===== config.mk =====
export PLATFORM = sky130hd
export DESIGN_NAME = rom_load_ctrl
export DESIGN_NICKNAME = d
export VERILOG_FILES = /design/src/rtl/pacman_pkg.sv /design/src/rtl/rom_hold_timer.sv /design/src/rtl/rom_load_ctrl.sv
export SDC_FILE = /design/constraint.sdc
export NUM_CORES = 1
export LEC_CHECK = 0
export ABC_AREA = 0
export BUFFER_PORTS_ARGS = -buffer_cell sky130_fd_sc_hd__buf_4
export CORE_ASPECT_RATIO = 0.6
export CORE_MARGIN = 2
export CORE_UTILIZATION = 44
export DETAILED_ROUTE_END_ITERATION = 10
export GPL_TIMING_DRIVEN = 0
export PLACE_DENSITY = 0.78
export RECOVER_POWER = 25
export REMOVE_ABC_BUFFERS = 1
export SYNTH_ARGS = -nofsm -noshare
export SYNTH_HDL_FRONTEND = slang
export SYNTH_SLANG_ARGS = --single-unit

===== constraint.sdc =====
create_clock -name clk -period 3.1 [get_ports clk]
set_input_delay 0.62 -clock clk [delete_from_list [all_inputs] [get_ports clk]]
set_output_delay 0.62 -clock clk [all_outputs]
set_load 0.1 [all_outputs]

===== src/rtl/pacman_pkg.sv =====
// pacman_pkg: shared state, download index and board-variant definitions for the Pacman core.
package pacman_pkg;
  typedef enum logic [1:0] {BOOT, LOAD, SETTLE, RUN} state_e;
  localparam logic [7:0] ROM_IDX = 8'd0;
  localparam logic [7:0] MOD_IDX = 8'd1;
  localparam logic [7:0] DIP_IDX = 8'd254;
  typedef enum logic [7:0] {
    ORIG, PLUS, CLUB, ORBITOR, MRTNT, WOODP, EYES, ALIBABA, CRUSH,
    BIRDIY, GORKANS, MSPAC, PONPOKO, VANVAN, SUPERABC, XENSRV, JMPST
  } variant_e;
  function automatic logic [16:0] variant_onehot(input logic [7:0] m);
    return (m <= JMPST) ? 17'd1 << m : 17'd0;
  endfunction
endpackage


===== src/rtl/rom_hold_timer.sv =====
// rom_hold_timer: loadable down-counter that times the core-reset hold after a ROM download.
module rom_hold_timer #(
  parameter int HOLD_CYCLES = 1024
) (
  input  logic clk,
  input  logic reset,
  input  logic load_i,
  input  logic en_i,
  output logic done_o
);
  localparam int W = HOLD_CYCLES > 1 ? $clog2(HOLD_CYCLES) : 1;
  logic [W-1:0] cnt_q;
  assign done_o = cnt_q == '0;
  always_ff @(posedge clk) begin
    if (reset) cnt_q <= '0;
    else if (load_i) cnt_q <= W'(HOLD_CYCLES - 1);
    else if (en_i && !done_o) cnt_q <= cnt_q - 1'b1;
  end
endmodule


===== src/rtl/rom_load_ctrl.sv =====
// rom_load_ctrl: steers ioctl downloads to ROM/variant/DIP sinks and holds core reset until the ROM is loaded.
module rom_load_ctrl
  import pacman_pkg::*;
#(
  parameter int         HOLD_CYCLES = 1024,
  parameter logic [7:0] ROM_INDEX   = ROM_IDX,
  parameter logic [7:0] MOD_INDEX   = MOD_IDX,
  parameter logic [7:0] DIP_INDEX   = DIP_IDX
) (
  input  logic        clk,
  input  logic        reset,
  input  logic        user_reset,
  input  logic        ioctl_download,
  input  logic [7:0]  ioctl_index,
  input  logic        ioctl_wr,
  input  logic [24:0] ioctl_addr,
  input  logic [7:0]  ioctl_dout,
  output logic [15:0] dn_addr,
  output logic [7:0]  dn_data,
  output logic        dn_wr,
  output logic [7:0]  mod,
  output logic [16:0] mod_onehot,
  output logic [63:0] dip_sw,
  output logic        core_reset,
  output logic        rom_loaded,
  output logic        addr_ovf
);
  state_e            state_q, state_d;
  logic              rom_start, timer_load, timer_done;
  logic              rom_wr, addr_ok, mod_wr, dip_wr;
  logic [15:0]       dn_addr_q;
  logic [7:0]        dn_data_q, mod_q;
  logic              dn_wr_q, core_reset_q, rom_loaded_q, addr_ovf_q;
  logic [16:0]       mod_onehot_q;
  logic [7:0][7:0]   dip_q;

  rom_hold_timer #(.HOLD_CYCLES(HOLD_CYCLES)) u_timer (
    .clk    (clk),
    .reset  (reset),
    .load_i (timer_load),
    .en_i   (state_q == SETTLE),
    .done_o (timer_done)
  );

  always_comb begin
    rom_start  = ioctl_download && ioctl_index == ROM_INDEX;
    timer_load = state_q == LOAD && !ioctl_download;
    state_d    = state_q == LOAD ? (ioctl_download ? LOAD : SETTLE)
               : rom_start ? LOAD
               : (state_q == SETTLE && timer_done) ? RUN
               : state_q;
    rom_wr     = ioctl_wr && ioctl_index == ROM_INDEX && state_q == LOAD;
    addr_ok    = ioctl_addr[24:16] == '0;
    mod_wr     = ioctl_wr && ioctl_index == MOD_INDEX;
    dip_wr     = ioctl_wr && ioctl_index == DIP_INDEX && ioctl_addr < 25'd8;
  end

  // core_reset is taken from the next state so it drops together with the RUN entry.
  always_ff @(posedge clk) begin
    if (reset) begin
      state_q      <= BOOT;
      core_reset_q <= 1'b1;
      dn_wr_q      <= 1'b0;
      dn_addr_q    <= '0;
      dn_data_q    <= '0;
      mod_q        <= '0;
      mod_onehot_q <= 17'h00001;
      dip_q        <= '1;
      rom_loaded_q <= 1'b0;
      addr_ovf_q   <= 1'b0;
    end else begin
      state_q      <= state_d;
      core_reset_q <= user_reset | (state_d != RUN);
      dn_wr_q      <= rom_wr && addr_ok;
      if (rom_wr && addr_ok) begin
        dn_addr_q <= ioctl_addr[15:0];
        dn_data_q <= ioctl_dout;
      end
      if (rom_wr && !addr_ok) addr_ovf_q <= 1'b1;
      if (timer_load) rom_loaded_q <= 1'b1;
      if (mod_wr) mod_q <= ioctl_dout;
      mod_onehot_q <= variant_onehot(mod_q);
      if (dip_wr) dip_q[ioctl_addr[2:0]] <= ioctl_dout;
    end
  end

  assign dn_addr    = dn_addr_q;
  assign dn_data    = dn_data_q;
  assign dn_wr      = dn_wr_q;
  assign mod        = mod_q;
  assign mod_onehot = mod_onehot_q;
  assign dip_sw     = dip_q;
  assign core_reset = core_reset_q;
  assign rom_loaded = rom_loaded_q;
  assign addr_ovf   = addr_ovf_q;
endmodule


==> metrics.csv <==
stage,metric,value,unit
clock_network,TritonCTS clock tree,yes,
yosys,Post-synth top flop,dfxtp_1,
yosys,top-area cell type share of the netlist area,50.8,%
yosys,synth warn,0,
power,sequential power share,43.3,%
placed_design,Post-Place Cells,790,
grt,first-pass GRT wire length,20500,um
grt,met3 Resource Use GR,5.72,%
power,fraction of power spent switching nets,21.6,%
power,power density over cell area,568,nW/um2
outcome,result of the run,finished clean,
grt,highest-utilization routing layer at the global route stage,met2,
grt,number of global-route vias before repair,4098,
power,switching power of the nets,832,uW
grt,largest net degree at the start of global routing,147,
clock_network,deepest level of the CTS H-tree,4,
clock_network,count of buffers added by post-CTS timing repair for setup,0,
die,I/O pin count,163,
yosys,mean post-synth cell area,9.97,um2
clock_network,post_cts resized,0,
worst_setup_path,Critical Path Fanout Max,8,
power,Clk pwr share,52.5,%
sta,maximum clock frequency,0.363,GHz
worst_setup_path,largest incremental delay on the critical path,0.76,ns
worst_setup_path,CP Data Required Time,3.41,ns
die,area of the placeable core,11300,um2
sta,portion of the clock cycle consumed by the worst path in the final layout,88.8,%
worst_setup_path,crit end category,flip-flop,
sta,setup repair after global routing missed its margin,no,
final_layout,area growth from synthesis to layout,33.0,%
clock_network,root cell of the clock tree,clkbuf_16,
routing,first drt pass iteration count,4,
die,horizontal extent of the die,143,um
routing,Post-Route WL,13000,um
power,relative contribution of combinational cells to total power,4.2,%
die,die area,12500,um2
grt,number of antenna violations at the first check in global routing,0,
grt,GRT Util Overall,21.2,%
worst_setup_path,Setup crit start,ioctl_addr[3],
routing,First DRT Iteration DRCs,232,
power,internal power consumption,3.01,mW
final_layout,final layout net count,713,
clock_network,clock latency at the later pin of the worst-skew pair,0.41,ns
yosys,Post-synth top cells,"129 x dfxtp_1, 104 x nor2_1, 99 x mux2i_1, 52 x nand2b_1, 16 x clkbuf_1",
flow_run,count of maximum capacitance violations,0,
worst_setup_path,minimum setup slack among reg-to-reg paths,0.92,ns
routing,detailed-route DRC error count,0,
clock_network,"Hold-fix buffers, CTS",0,
power,leak pwr,3.05,nW
yosys,most numerous cell in the Yosys netlist,dfxtp_1,
final_layout,layout cells sized above 1,21.7,%
die,starting utilization of the core area,45.1,%
worst_setup_path,Critical Setup Path Class,in -> reg,
yosys,cell taking the most area after synthesis,dfxtp_1,
placed_design,area of placed instances,6370,um2
yosys,library cells used by synthesis,43,
final_layout,post-route design area,6760,um2
min_path,Tightest Hold Check Type,in -> reg,
clock_network,number of clock buffers inserted by TritonCTS,17,
grt,met1 Usage GRT,28.1,%
sta,endpoints failing setup,0,
sta,worst hold-check slack,0.405,ns
final_layout,core utilization of the finished layout,60.0,%
yosys,Post-Synthesis Cell Area,5080,um2
clock_network,clock sinks,129,
die,cell row count,30,
sta,Slew Limit Fails,0,
sta,Tightest Pin Transition,1.27,ns
worst_setup_path,"Data arrival, critical path",3.07,ns
grt,total overflow reported by the global router,0,
worst_setup_path,"Max stage delay cell, worst path",nand4b_1,
yosys,number of synthesized flops with an enable pin,0,
sta,"Hold Vio Cnt, Final",0,
placed_design,routability congestion estimate from global placement,0.790,
worst_setup_path,launching point of the worst reg2reg path,u_timer.cnt_q[0]$_SDFFE_PP0P_,
grt,met2 GRT Util,33.3,%
worst_setup_path,crit start category,primary input,
yosys,"FFs w/ async S/R, synth",0,%
clock_network,maximum clock path buffer count,2,
yosys,gate count of the mapped netlist,510,
routing,per-cell routed wire length,15.9,um
power,Power Total,3.84,mW
yosys,Area contributors post-synth,"dfxtp_1 51%, mux2i_1 19%, nor2_1 7.7%",
routing,vias per inst,5.12,
worst_setup_path,ordered list of cells on the worst path,buf_4 > or4_1 > nor4_4 > nand4b_1 > mux2i_1,
sta,crit path time final,2.75,ns
yosys,"FF+latch count, synth",129,
clock_network,clock transition at the register clock pins on the worst setup and hold paths after CTS,0.06,ns
yosys,proportion of synthesized chip area in sequential cells,50.8,%
placed_design,HPWL after DPL,9100,um
final_layout,"number of standard cells in the layout, taps in and fillers out",822,
routing,DRT antenna net count,0,
min_path,hold path start,user_reset,
die,die boundary height,87.3,um
sta,tightest slew margin relative to the limit,15.2,%
routing,vias after detailed routing,4205,
sta,Final Skew,0.00853,ns
final_layout,number of antenna diodes,0,
placed_design,IO Port Bufs,162,
power,worst supply voltage drop on vdd,0.368,mV
-- path summary, 6_finish.rpt --
| check | endpoint | depth (start not counted) |
|---|---|---|
| setup / recovery | dip_sw[1]$_SDFFE_PP1P_ | 5 |
| hold / removal | core_reset$_SDFF_PP1_ | 2 |
| setup reg to reg | u_timer.cnt_q[1]$_SDFFE_PP0P_ | 6 |
| hold reg to reg | rom_loaded$_SDFFE_PP0P_ | 2 |
-- cell type report --
class	instances	area (um2)
clock inverter	10	124
tap	144	180
inverter	6	22.5
timing repair buffer	162	995
fill	1017	4500
clock buffer	22	484
sequential	129	2580
multi-input combinational	349	2370
-- stage by stage --
stage | TNS (ns) | setup WS (ns)
2_1_floorplan | 0 | 0.518
5_1_grt | 0 | 0.214
3_3_place_gp | -4.76 | -0.200
4_1_cts | 0 | 0.353
3_5_place_dp | -0.121 | -0.0417
6_report | 0 | 0.348
-- sequential cells by signal (all words and copies together), names as in the netlist, 2 cells and up --
register and cells:
dip_sw 64, dn_addr 16, dn_data 8, mod 8, mod_onehot 17, state_q 2, u_timer.cnt_q 10
-- critical path: cells and delay by family --
kind                   cells  cell delay [ns]
buffers and inverters      1             0.11
multiplexers               1             0.39
AND/OR/NAND/NOR            3             1.93
-- power groups by stage --
stage	clock network, mW	logic, mW	registers, mW
after CTS	2.05	0.163	1.66
after detailed placement	0	0.162	1.70
after global routing	2.13	0.178	1.66
after floorplan	0	0.0597	1.71
final	2.02	0.161	1.66
after global placement	0	0.157	1.70
-- metal layers --
layer  vias up  routed length, um
met1      1996               6350
met4         0                195
met2       131               5790
met3        17                701
met5         -                  0
li1       2061                  -
-- cells by family after synthesis --
family | Yosys count | share of synthesized area (%)
AOI/OAI and AO/OA | 27 | 3.32
xor gates and xnor gates | 1 | 0.172
adders and majority gates | 2 | 0.492
buffers and inverters | 32 | 2.51
DFF | 129 | 50.8
muxes | 99 | 19.5
and+or+nand+nor | 220 | 23.2
-- placed cells by master (no fill, tap or decap), types with 3 or more instances in the layout --
cell and n:
a21oi_1 6, a31oi_1 8, and3_1 3, buf_4 102
clkbuf_1 60, clkbuf_16 17, clkbuf_8 4, dfxtp_1 129
inv_1 6, inv_6 3, mux2i_1 99, nand2_1 7
nand2b_1 52, nand3_1 3, nand3b_1 3, nand4_2 3
nand4b_1 4, nor2_1 104, nor2b_1 3, nor3_1 7
nor4_1 5, o21ai_0 7, or3_1 5, or4_1 3
Note: power is estimated with default switching activity, not from simulation.
